## src/rtl/ppu_vram_port.sv

```systemverilog
// CPU-side VRAM access port: PPUADDR latch, PPUDATA read buffer and address auto-increment.
// Drives the request side of the PPU memory controller, which returns read data one cycle after the address.
module ppu_vram_port (
  input  logic        clk,
  input  logic        rst_n,
  input  logic        ri_req,
  input  logic        ri_r_nw,
  input  logic [2:0]  ri_sel,
  input  logic [7:0]  ri_din,
  output logic [7:0]  ri_dout,
  output logic        ri_busy,
  input  logic        inc32,
  output logic [13:0] vram_addr,
  output logic        vram_wr,
  output logic [7:0]  vram_dout,
  input  logic [7:0]  vram_din
);

  typedef enum logic [1:0] {IDLE, WR, RD_ADDR, RD_DATA} state_t;

  state_t      state, state_nxt;
  logic [13:0] v, t;
  logic        w;
  logic [7:0]  rd_buf, wdata;
  logic        accept;
  logic [13:0] v_inc;

  assign accept = ri_req && (state == IDLE);
  // 14-bit add wraps naturally, giving modulo-2^14 address arithmetic.
  assign v_inc  = v + (inc32 ? 14'd32 : 14'd1);

  // NOTE: async reset on the state register makes vram_wr (decoded from state) drop the instant rst_n falls.
  always_ff @(posedge clk or negedge rst_n) begin
    if (!rst_n) state <= IDLE;
    else        state <= state_nxt;
  end

  // NOTE: state_nxt is defaulted before the case so no path leaves it unassigned (no latch).
  always_comb begin
    state_nxt = state;
    case (state)
      IDLE:    if (accept && ri_sel == 3'd7) state_nxt = ri_r_nw ? RD_ADDR : WR;
      WR:      state_nxt = IDLE;
      RD_ADDR: state_nxt = RD_DATA;
      RD_DATA: state_nxt = IDLE;
      default: state_nxt = IDLE;
    endcase
  end

  // NOTE: all register state uses non-blocking assignments so every update sees pre-edge values.
  always_ff @(posedge clk or negedge rst_n) begin
    if (!rst_n) begin
      v       <= '0;
      t       <= '0;
      w       <= 1'b0;
      rd_buf  <= '0;
      wdata   <= '0;
      ri_dout <= '0;
    end else begin
      if (accept) begin
        case (ri_sel)
          3'd2: if (ri_r_nw) w <= 1'b0;
          3'd5: if (!ri_r_nw) w <= ~w;
          3'd6: if (!ri_r_nw) begin
            if (!w) begin
              t[13:8] <= ri_din[5:0];
              w       <= 1'b1;
            end else begin
              t[7:0]  <= ri_din;
              v       <= {t[13:8], ri_din};
              w       <= 1'b0;
            end
          end
          3'd7: begin
            if (ri_r_nw) ri_dout <= rd_buf;
            else         wdata   <= ri_din;
          end
          default: ;
        endcase
      end
      if (state == WR) v <= v_inc;
      if (state == RD_DATA) begin
        rd_buf <= vram_din;
        v      <= v_inc;
      end
    end
  end

  assign ri_busy   = (state != IDLE);
  assign vram_addr = v;
  assign vram_wr   = (state == WR);
  assign vram_dout = vram_wr ? wdata : 8'h00;

endmodule

```

## config.mk

```make
export PLATFORM = sky130hd
export DESIGN_NAME = ppu_vram_port
export DESIGN_NICKNAME = d
export VERILOG_FILES = /design/src/rtl/ppu_vram_port.sv
export SDC_FILE = /design/constraint.sdc
export NUM_CORES = 1
export LEC_CHECK = 0
export BUFFER_PORTS_ARGS = -buffer_cell sky130_fd_sc_hd__buf_2
export CORE_ASPECT_RATIO = 0.75
export CORE_MARGIN = 5
export CORE_UTILIZATION = 39
export DETAILED_ROUTE_END_ITERATION = 12
export PLACE_DENSITY = 0.72
export SYNTH_ARGS = -nofsm -noshare
export SYNTH_HDL_FRONTEND = slang
export SYNTH_SLANG_ARGS = --single-unit
```

## constraint.sdc

```tcl
create_clock -name clk -period 4.59 [get_ports clk]
set_input_delay 0.2295 -clock clk [delete_from_list [all_inputs] [get_ports clk]]
set_output_delay 0.2295 -clock clk [all_outputs]
set_load 0.02 [all_outputs]
```

Word-level counts from Yosys, hierarchy flattened
Cells that the tools add are included.
- add/sub/neg operators: 1
- multipliers: 0
- div/mod/pow operators: 0
- magnitude comparators: 0
- equality and inequality tests: 12
- shift-type cells: 0
- mux-type cells: 16
- bitwise gates (word level): 2
- reduce and logical (&&, ||, !) cells: 14
- operators with widths (operator ; number):
    14-bit two-way mux ; 6
    14-bit by 6-bit adder with 14-bit output ; 1
    3-bit nonzero test ; 4
    3-bit == test, second input constant ; 3
    8-bit two-way mux ; 1
    4-bit AND reduction ; 2
    6-bit two-way mux ; 1
    2-bit != test, second input constant ; 3
    2-bit case mux with 3 select lines ; 1
    3-bit AND reduction ; 2
    5-bit AND reduction ; 1
    2-bit == test, second input constant ; 2
    1-bit two-way mux ; 4
    2-bit two-way mux ; 2
    3-bit by 2-bit == test with 1-bit output, second input constant ; 1
    3-bit by 1-bit != test with 1-bit output, second input constant ; 1
    1-bit case mux with 3 select lines ; 1
    2-bit by 1-bit == test with 1-bit output, second input constant ; 1
    1-bit logical AND ; 2
    2-bit zero test ; 1
    2-bit by 1-bit != test with 1-bit output, second input constant ; 1
    1-bit NOT ; 2
    2-bit nonzero test ; 1
    2-bit OR reduction ; 1
- bits in registers: 47
- latch bits: 0
- RAM bits: 0
- memory bits (read-only): 0
- output and inout bits: 32
- memories: 0

Longest topological paths before layout
Gate-level depths: netlist of run 1.
- depth in word-level cells: 6
- mapped depth: 7
- depth with buffers taken out: 7

Least setup slack after synthesis of run 1
Ideal clock, no wire load.
- path kind: reg2reg
- from: register v[0], in the netlist vram_addr[0]
- to: register v[12], in the netlist vram_addr[12]
- setup time: 0.138 ns
- arrival time: 1.661 ns
- required time: 4.452 ns
- path slack: 2.790 ns
- stages on the path, launching flop included: 7
- period minus slack after synthesis: 1.800 ns
- cell sequence: dfrtp_1 > ha_1 > ha_1 > and4_1 > a21oi_1 > mux2i_1 > o211ai_1
- cells in the longest elaborated chain, start to end: 3
- ends and longest elaborated chain (item ; line ; source):
    start, declared ; 22 ; logic [13:0] v, t;
    start signal, assigned ; 70 ; v <= {t[13:8], ri_din};
    start signal, assigned ; 81 ; if (state == WR) v <= v_inc;
    start signal, assigned ; 84 ; v <= v_inc;
    14-bit by 6-bit adder with 14-bit output (*) ; 30 ; assign v_inc = v + (inc32 ? 14'd32 : 14'd1);
    14-bit two-way mux ; 81 ;
    14-bit two-way mux (*) ; 82 ; if (state == RD_DATA) begin
Every way passes the cells marked *; elsewhere a longest branch is shown, timed or not.
A chain may end at the register's enable or synchronous reset.

Worst setup path after layout of run 1
- from: register state[0]
- to: output vram_dout[6]
- cells in the longest elaborated chain, start to end: 2
- ends and longest elaborated chain (item ; line ; source):
    start, declared ; 21 ; state_t state, state_nxt;
    start signal, assigned ; 35 ; else state <= state_nxt;
    2-bit by 1-bit == test with 1-bit output ; 91 ; assign vram_wr = (state == WR);
    8-bit two-way mux ; 92 ; assign vram_dout = vram_wr ? wdata : 8'h00;
    end, declared ; 15 ; output logic [7:0] vram_dout,
No other way between the ends.

==> flow_summary.json, run 1 <==
{
  "max_freq_ghz": 0.380,
  "max_cap_viol_count": 0,
  "vias": 1790,
  "postCtsHoldBufs": 0,
  "seq_area_frac_synth_pct": 48.6,
  "die_width_um": 101,
  "start_util_pct": 40.9,
  "antenna_cells": 0,
  "status": "completed",
  "core_sq_mm": 0.00592,
  "antenna_left": 0,
  "crit_chain": "inv_1 -> nor2_1 -> and2_1 -> buf_2",
  "grtUsageTotal_pct": 14.4,
  "reg2reg_to": "vram_addr[11]",
  "relSlewSlack_pct": 30.6,
  "drive_above_1_share_pct": 39.1,
  "first_pass_iters": 5,
  "timing.final.crit_share_pct": 57.3,
  "routedWlPerCell_um": 16.2,
  "grt_pass1_wl_mm": 9.00,
  "grt_max_degree": 48,
  "drv_slew": 0,
  "cts_sinks": 47,
  "critPathTopFamily": "flip-flops",
  "insertion_delay_ns": 0.30,
  "drc": 0,
  "row_count": 24,
  "synth-main-ff-cell": "dfrtp_1",
  "fin_crit_ns": 2.63,
  "grt_pass1_vias": 1796,
  "die-area_sq_mm": 0.00789,
  "reg2reg_slack_ns": 2.46,
  "worst_slew_pin_slew_ns": 1.04,
  "antenna_found_initial": 0,
  "setup_violations": 0,
  "hold_violations": 0,
  "post-synth-top-count-cell": "dfrtp_1",
  "synth-compound-area-share_pct": 9.88,
  "ys_top_cells_by_count": "dfrtp_1 (47), mux2_2 (29), nand2_1 (18)",
  "ys_types": 47,
  "numPortBuffers": 55,
  "worst-path-buf-inv": 2,
  "synth_top_area_share_pct": 48.6,
  "die_y_um": 78.2,
  "syn_to_final_growth_pct": 16.8,
  "r2r_start": "state[0]",
  "critPathKind": "reg -> out",
  "synthAdderAreaFrac_pct": 1.55,
  "cts.clk_slew.worst_paths_ns": 0.09,
  "finClkSkew_ns": 0.00348,
  "synthTopCellsByArea": "dfrtp_1 (49%), mux2_2 (14%), mux2i_1 (4.1%), nand2_1 (2.8%), and2_1 (2.6%)",
  "yosys_register_bits": 47,
  "post-cts-setup-buffers": 0,
  "r2r_cells": 4,
  "wirelength_mm": 5.44,
  "post-dp-hpwl_mm": 4.07,
  "p_leak_nw": 1.40,
  "mappedNetlistArea_sq_mm": 0.00242,
  "drt_iter0_markers": 133,
  "hold_class": "in -> async",
  "fin_util_pct": 47.8,
  "gr-total-overflow": 0,
  "pin_count": 56,
  "globalplace.congestion": 0.787,
  "cts_resized": 0,
  "htreeDepth": 2,
  "nets": 284,
  "end_kind": "output port",
  "synth_edf_count": 0,
  "dp.cells": 328,
  "finalPower_mw": 1.58,
  "synth_top_family_by_area": "multiplexers",
  "arrival_ns": 2.40,
  "postSynthAreaPerCell_sq_um": 11.9,
  "cts_buffers": 5,
  "dpl_cell_area_sq_mm": 0.00274,
  "final_area_sq_mm": 0.00283,
  "synth_simple_gate_area_share_pct": 17.3,
  "yosysTopAreaCell": "dfrtp_1",
  "async_flop_share_pct": 100,
  "synth_mux_area_share_pct": 18.1,
  "path_max_fanout": 22,
  "critical-path-slowest-cell": "dfrtp_1",
  "via_per_inst": 5.33,
  "cts_root_buffer": "clkbuf_8",
  "synth_nets": 230,
  "cts_buffer_depth": 2,
  "critPathMaxStageDelay_ns": 0.77,
  "syn_inst": 203,
  "required_ns": 4.36,
  "critPathLaunchType": "flop",
  "tritoncts": "built",
  "instances_no_fill": 336,
  "ys_warn_count": 0,
  "rsz0062_at_grt": "no",
  "p_per_area_mw_per_mm2": 559,
  "ir_drop_uv": 230,
  "setup_tns_ns": 0,
  "synth_xor_area_share_pct": 1.45
}
-- final cells by class --
type	count	area, sq um
inverters	5	18.8
fillers	567	3090
repair buffers	55	275
clock buffers	6	72.6
flip-flops and latches	47	1180
clock inverters	2	16.3
well taps	78	97.6
multi-input cells	143	1170
-- power by group --
| part | switching (mW) | internal, mW |
|---|---|---|
| clock network | 0.148 | 0.110 |
| registers | 0.150 | 0.591 |
| logic | 0.316 | 0.263 |
| total | 0.615 | 0.963 |
-- stage by stage --
| step | hold slack (ns) | setup slack (ns) |
|---|---|---|
| global placement | 0.461 | 2.44 |
| detailed placement | 0.465 | 2.33 |
| CTS | 0.140 | 1.97 |
| global route | 0.138 | 1.72 |
| finish | 0.108 | 1.96 |
| floorplan | -0.0661 | 2.79 |
-- worst register-to-register path, cell delays in order (launching register included) --
cell       delay (ns)
dfrtp_1          0.63
nand4bb_1        0.60
nor2_8           0.40
mux2i_1          0.12
a211oi_1         0.28
-- kinds of logic after synthesis --
group,Yosys count
AOI/OAI and AO/OA,32
xor gates and xnor gates,4
muxes,40
DFF,47
adders and majority gates,3
and+or+nand+nor,64
buffers and inverters,13
-- cell usage in the layout, fill, tap and decap left out, types with 2 or more instances in the layout --
cell and instances:
a31oi_1 2, a21oi_1 2, nand2_1 18, dfrtp_1 47, o21ai_0 5, o31ai_1 2
a31o_2 2, and4_1 2, a21o_1 3, clkbuf_8 5, buf_2 55, mux2_2 29
ha_1 3, nand3_1 7, nand4_1 2, nor2_1 9, inv_1 5, nor3_1 2
nand4b_4 2, a211oi_1 3, and2_1 10, mux2i_1 10, and3_1 4, a22o_1 2
xor2_1 4, a221oi_1 2
-- routing by layer --
layer	vias up	track usage (%)	part of all wire [%]
li1	851	-	-
met1	871	22.0	50
met2	63	19.9	41
met3	5	3.90	8.4
met4	0	3.59	0.72
met5	-	0	0
-- registers in the layout, summed over array words and instances (netlist names) --
| signal | cells |
|---|---|
| state | 2 |
| rd_buf | 8 |
| ri_dout | 8 |
| t | 6 |
| vram_addr | 14 |
| w | 1 |
| wdata | 8 |
-- how the worst max path moves through the flow --
stage | start | to | slack (ns) | cells after the start
after floorplan | vram_addr[0] | vram_addr[12] | 2.79 | 6
after global placement | state[0] | vram_dout[0] | 2.44 | 4
after detailed placement | state[0] | vram_dout[5] | 2.33 | 4
after CTS | state[0] | vram_dout[6] | 1.97 | 4
after global routing | state[0] | vram_dout[1] | 1.72 | 4
final | state[0] | vram_dout[6] | 1.96 | 4
Note: power is estimated with default switching activity, not from simulation.
==> run 2: changes to the inputs <==
--- a/config.mk
+++ b/config.mk
@@ -5,6 +5,7 @@
 export SDC_FILE = /design/constraint.sdc
 export NUM_CORES = 1
 export LEC_CHECK = 0
+export ABC_AREA = 1
 export BUFFER_PORTS_ARGS = -buffer_cell sky130_fd_sc_hd__buf_2
 export CORE_ASPECT_RATIO = 0.75
 export CORE_MARGIN = 5
==> constraint.sdc (replaced) <==
create_clock -name clk -period 2.55 [get_ports clk]
set_input_delay 0.1275 -clock clk [delete_from_list [all_inputs] [get_ports clk]]
set_output_delay 0.1275 -clock clk [all_outputs]
set_load 0.02 [all_outputs]
==> run 2 against run 1 <==
  * The run now ends with negative hold slack left
  * Highest routed layer unchanged
  * Sequential cell count unchanged
  * First-iteration DRC count is 17% lower
  * Routed wire length increased by 12%
  * Worst hold slack got worse by 0.12 ns
  * Via count increased by 22%
  * Area after synthesis grew 2.7%
==> flow_summary.json, run 2 <==
{
  "status": "finished with violations",
  "violations": "negative hold slack",
  "cts_resized": 0,
  "htreeDepth": 2,
  "grtUsageTotal_pct": 16.2,
  "grt_pass1_wl_mm": 10.4,
  "ys_types": 32,
  "globalplace.congestion": 0.885,
  "start_util_pct": 39.7,
  "setup_violations": 0,
  "critical-path-slowest-cell": "dfrtp_1",
  "routedWlPerCell_um": 13.7,
  "core_sq_mm": 0.00626,
  "grt_pass1_vias": 2203,
  "antenna_left": 0,
  "critPathKind": "reg -> reg",
  "pin_count": 56,
  "post-dp-hpwl_mm": 4.70,
  "rsz0062_at_grt": "no",
  "yosysTopAreaCell": "dfrtp_1",
  "insertion_delay_ns": 0.30,
  "cts_root_buffer": "clkbuf_8",
  "critPathMostFrequentCell": "nand2_1",
  "mappedNetlistArea_sq_mm": 0.00248,
  "wirelength_mm": 6.08,
  "synth_edf_count": 0,
  "cts_buffers": 5,
  "seq_area_frac_synth_pct": 47.4,
  "p_leak_nw": 1.58,
  "finClkSkew_ns": 0.00444,
  "yosys_register_bits": 47,
  "fin_crit_ns": 2.04,
  "end_kind": "flop",
  "drt_iter0_markers": 110,
  "synth_top_area_share_pct": 47.4,
  "async_flop_share_pct": 100,
  "post-synth-top-count-cell": "nand2_1",
  "cts_buffer_depth": 2,
  "cts.clk_slew.worst_paths_ns": 0.09,
  "gr-total-overflow": 0,
  "fin_util_pct": 46.5,
  "die-area_sq_mm": 0.00808,
  "vias": 2188,
  "relSlewSlack_pct": 32.3,
  "drc": 0,
  "fin_ws_ns": 0.510,
  "synthTopCellsByArea": "dfrtp_1 (47%), nand2_1 (16%), nand3_1 (4.6%), inv_1 (4.5%), mux2_2 (4.5%)",
  "postSynthAreaPerCell_sq_um": 8.17,
  "crit_chain": "clkinv_4 -> nand2_4 -> nor2_8 -> nand3_4 -> inv_1 -> nand2_1 -> nand2_1 -> nand2_1 -> o21ai_0",
  "syn_inst": 304,
  "place_ws_ns": 0.557,
  "hold_violations": 11,
  "die_width_um": 102,
  "largest_reg_flops": 14,
  "max_cap_viol_count": 0,
  "drive_above_1_share_pct": 24.9,
  "path_max_fanout": 18,
  "row_count": 25,
  "numPortBuffers": 55,
  "synth_nets": 331,
  "arrival_ns": 2.22,
  "critPathLaunchType": "flop",
  "antenna_cells": 0,
  "ys_warn_count": 0,
  "drv_slew": 0,
  "via_per_inst": 4.94,
  "p_per_area_mw_per_mm2": 1110,
  "hold_class": "in -> async",
  "setup_tns_ns": 0,
  "syn_to_final_growth_pct": 17.2,
  "first_pass_iters": 4,
  "max_freq_ghz": 0.490,
  "synth-main-ff-cell": "dfrtp_1",
  "die_y_um": 79.1,
  "post-cts-setup-buffers": 0,
  "layout_common_cells": "nand2_1 (107), buf_2 (55), dfrtp_1 (47), inv_1 (30), nand3_1 (23)",
  "postCtsHoldBufs": 0,
  "ir_drop_uv": 274,
  "timing.final.crit_share_pct": 80.0,
  "worst_slew_pin_slew_ns": 1.02,
  "required_ns": 2.73,
  "ys_top_cells_by_count": "nand2_1 (107), dfrtp_1 (47), inv_1 (30)",
  "grt_max_degree": 48,
  "nets": 388,
  "antenna_found_initial": 0,
  "critPathMaxStageDelay_ns": 0.79,
  "tritoncts": "built",
  "cts_sinks": 47,
  "whs_ns": -0.00681,
  "r2r_cells": 9,
  "layout_commonest_cell": "nand2_1"
}
-- run 2: cell count changes after synthesis, moves of 7 or more --
cell	before	now
nand2_1	18	107
nor2_1	9	22
nand3_1	7	23
and2_1	10	0
mux2_2	29	10
mux2i_1	10	0
o21ai_0	5	19
a21oi_1	2	9
inv_1	5	30
-- run 2: per-layer routing --
layer | up-vias | GRT usage (%) | share of wire [%]
met1 | 1044 | 21.3 | 45
met5 | - | 0 | 0
met2 | 57 | 27.4 | 49
met4 | 0 | 4.06 | 1.2
met3 | 7 | 3.16 | 5.5
li1 | 1080 | - | -
-- run 2: final timing paths --
check                               start           end  slack [ns]
worst max-delay path             state[0]  vram_addr[7]        0.51
worst min-delay path                rst_n    ri_dout[1]      -0.007
worst max register to register   state[0]  vram_addr[7]        0.51
worst min register to register  rd_buf[4]    ri_dout[4]        0.47
max in group asynchronous           rst_n  vram_addr[6]        1.93
min in group clk                ri_din[0]      wdata[0]        0.06
-- run 2: metrics by stage --
step | total power [mW] | instances | cell area (sq um)
after floorplan | 2.33 | 304 | 2480
after global placement | 2.74 | 435 | 2820
after detailed placement | 2.80 | 435 | 2820
after CTS | 3.26 | 443 | 2910
after global routing | 3.51 | 443 | 2910
final | 3.24 | 443 | 2910
-- run 2: layout make-up --
class / instances / area [sq um]
Clock buffer: 5 / 68.8
Clock inverter: 3 / 22.5
Fill cell: 659 / 3350
Inverter: 33 / 130
Multi-Input combinational cell: 219 / 1140
Sequential cell: 47 / 1180
Tap cell: 81 / 101
Timing Repair Buffer: 55 / 275
-- run 2: where the power goes --
group	leakage [nW]	internal (mW)	switching, mW	total (mW)
clock network	0.0489	0.199	0.268	0.466
logic	0.976	0.497	0.880	1.38
registers	0.556	1.10	0.298	1.40
total	1.58	1.80	1.45	3.24
-- run 2: cell families after synthesis --
group           Yosys count  synth area share, %
fa+ha+maj                 3                 1.51
simple gates            169                 31.4
compound gates           36                 7.96
mux                      10                 4.53
buf+inv                  38                 6.90
flops                    47                 47.4
xor+xnor                  1                0.353
-- run 2: worst max-delay path: cells and delay by family (launching register included) --
family	cells	cell delay, ns
compound gates	1	0.09
simple gates	6	0.62
flops	1	0.79
buf+inv	2	0.42
==> run 3: changes to the inputs <==
--- a/config.mk
+++ b/config.mk
@@ -5,7 +5,7 @@
 export SDC_FILE = /design/constraint.sdc
 export NUM_CORES = 1
 export LEC_CHECK = 0
-export ABC_AREA = 1
+export ABC_AREA = 0
 export BUFFER_PORTS_ARGS = -buffer_cell sky130_fd_sc_hd__buf_2
 export CORE_ASPECT_RATIO = 0.75
 export CORE_MARGIN = 5
==> constraint.sdc (replaced) <==
create_clock -name clk -period 2 [get_ports clk]
set_input_delay 0.1 -clock clk [delete_from_list [all_inputs] [get_ports clk]]
set_output_delay 0.1 -clock clk [all_outputs]
set_load 0.02 [all_outputs]
==> run 3 against run 2 <==
  * Cell count shrank 23%
  * The flow now finishes without violations
  * Critical endpoint is now vram_dout[3]
  * Combinational power is essentially flat
  * Non-clock buffer count grew 6
  * Clock skew is essentially flat
  * Critical path depth shrank 3
  * Worst hold slack gained 0.023 ns
  * Critical path type is now reg -> out
  * Global-route usage shrank 1.6 points
==> flow_summary.json, run 3 (synthesis gave the netlist of run 1 again) <==
{
  "critical-path-slowest-cell": "dfrtp_1",
  "fill_cells": 569,
  "seq_area_sq_mm": 0.00118,
  "relSlewSlack_pct": 65.7,
  "critPathLaunchType": "flop",
  "cts.clk_slew.worst_paths_ns": 0.10,
  "cts_buffers": 5,
  "fin_util_pct": 48.8,
  "drc": 0,
  "numPortBuffers": 55,
  "p_per_area_mw_per_mm2": 1280,
  "critPathMostFrequentCell": "buf_4",
  "end_kind": "output port",
  "setup_violations": 0,
  "fin_crit_ns": 1.83,
  "max_freq_ghz": 0.547,
  "globalplace.congestion": 0.822,
  "start_util_pct": 40.9,
  "grt_pass1_vias": 1817,
  "path_max_fanout": 19,
  "die-area_sq_mm": 0.00789,
  "tritoncts": "built",
  "hold_class": "in -> reg",
  "via_per_inst": 5.28,
  "syn_to_final_growth_pct": 19.3,
  "vias": 1807,
  "multi_input_area_sq_mm": 0.00117,
  "largest_reg_flops": 14,
  "routedWlPerCell_um": 16.2,
  "final_area_sq_mm": 0.00289,
  "nets": 290,
  "core_sq_mm": 0.00592,
  "ir_drop_uv": 648,
  "hold_violations": 0,
  "max_cap_viol_count": 0,
  "layout_commonest_cell": "buf_2",
  "die_y_um": 78.2,
  "antenna_found_initial": 0,
  "drv_slew": 0,
  "layout_common_cells": "buf_2 (55), dfrtp_1 (47), mux2_2 (29), nand2_1 (18)",
  "critPathKind": "reg -> out",
  "p_leak_nw": 1.44,
  "post-dp-hpwl_mm": 4.05,
  "rsz0062_at_grt": "no",
  "pin_count": 56,
  "first_pass_iters": 4,
  "worst_slew_pin_slew_ns": 0.515,
  "critPathMaxStageDelay_ns": 0.38,
  "grt_pass1_wl_mm": 9.26,
  "cts_buffer_depth": 2,
  "grtUsageTotal_pct": 14.6,
  "arrival_ns": 1.73,
  "whs_ns": 0.0164,
  "dpl_cell_area_sq_mm": 0.00277,
  "htreeDepth": 2,
  "finClkSkew_ns": 0.00425,
  "wirelength_mm": 5.53,
  "cts_sinks": 47,
  "cts_root_buffer": "clkbuf_8",
  "post-cts-setup-buffers": 0,
  "gr-total-overflow": 0,
  "crit_chain": "buf_4 -> inv_1 -> nor2_1 -> buf_4 -> and2_1 -> buf_2",
  "drive_above_1_share_pct": 40.9,
  "status": "completed",
  "antenna_left": 0,
  "drt_iter0_markers": 156,
  "setup_tns_ns": 0,
  "row_count": 24,
  "die_width_um": 101,
  "timing.final.crit_share_pct": 91.4,
  "insertion_delay_ns": 0.31,
  "grt_max_degree": 40,
  "antenna_cells": 0,
  "required_ns": 1.90
}
-- run 3: changes by cell type in the layout (fill, tap and decap cells not counted), sizes merged, moves of 10 or more --
| cell | change |
|---|---|
| nand2 | -94 |
| nor2 | -14 |
| o21ai | -16 |
| inv | -25 |
| nand3 | -19 |
| and2 | +10 |
| mux2 | +20 |
| mux2i | +10 |
-- run 3: final cells by class --
cell class,count,area share (%)
repair buffers,61,11.2
flip-flops and latches,47,40.8
multi-input cells,143,40.6
well taps,78,3.38
clock inverters,3,0.997
clock buffers,5,2.39
inverters,5,0.650
-- run 3: what timing repair did --
item | 4_1_cts | 5_1_grt
endpoints found under the hold margin | 8 | 0
resized for setup | 0 | 1
hold buffers | 1 | 0
endpoints found under the setup margin | 0 | 1
-- run 3: path summary, 6_finish.rpt --
kind                               from            end  slack, ns  cells past startpoint
max                            state[0]   vram_dout[3]       0.17                      6
min reg2reg                    wdata[3]       wdata[3]       0.51                      1
max reg2reg                vram_addr[0]  vram_addr[12]       0.25                      6
min in group asynchronous         rst_n      rd_buf[5]       0.18                      2
min                         vram_din[5]      rd_buf[5]       0.02                      2
max in group asynchronous         rst_n       state[0]       1.06                      3
-- run 3: through the flow --
step | instances | power [mW] | setup WS (ns)
floorplan | 203 | 2.59 | 0.200
global route | 342 | 3.95 | 0.00225
detailed placement | 333 | 3.08 | 0.161
global placement | 333 | 3.04 | 0.202
CTS | 342 | 3.72 | 0.124
finish | 342 | 3.70 | 0.173
-- run 3: critical path: cells and delay by family (launching register included) --
family	cells	cell delay, ns
buffers and inverters	4	0.76
DFF	1	0.38
and+or+nand+nor	2	0.29
-- run 3: metal layers --
metal	GRT usage (%)	share of wire [%]	vias to the layer above
met5	0	0	-
met1	22.5	51	885
li1	-	-	868
met3	4.07	6.5	4
met4	3.85	0.49	0
met2	20.1	42	50
-- run 3: power by group --
part           switching (mW)  leakage [nW]  total [mW]  internal [mW]
Combinational           0.763         0.805        1.40          0.632
Clock                   0.373        0.0511       0.638          0.265
Sequential              0.312         0.584        1.67           1.36
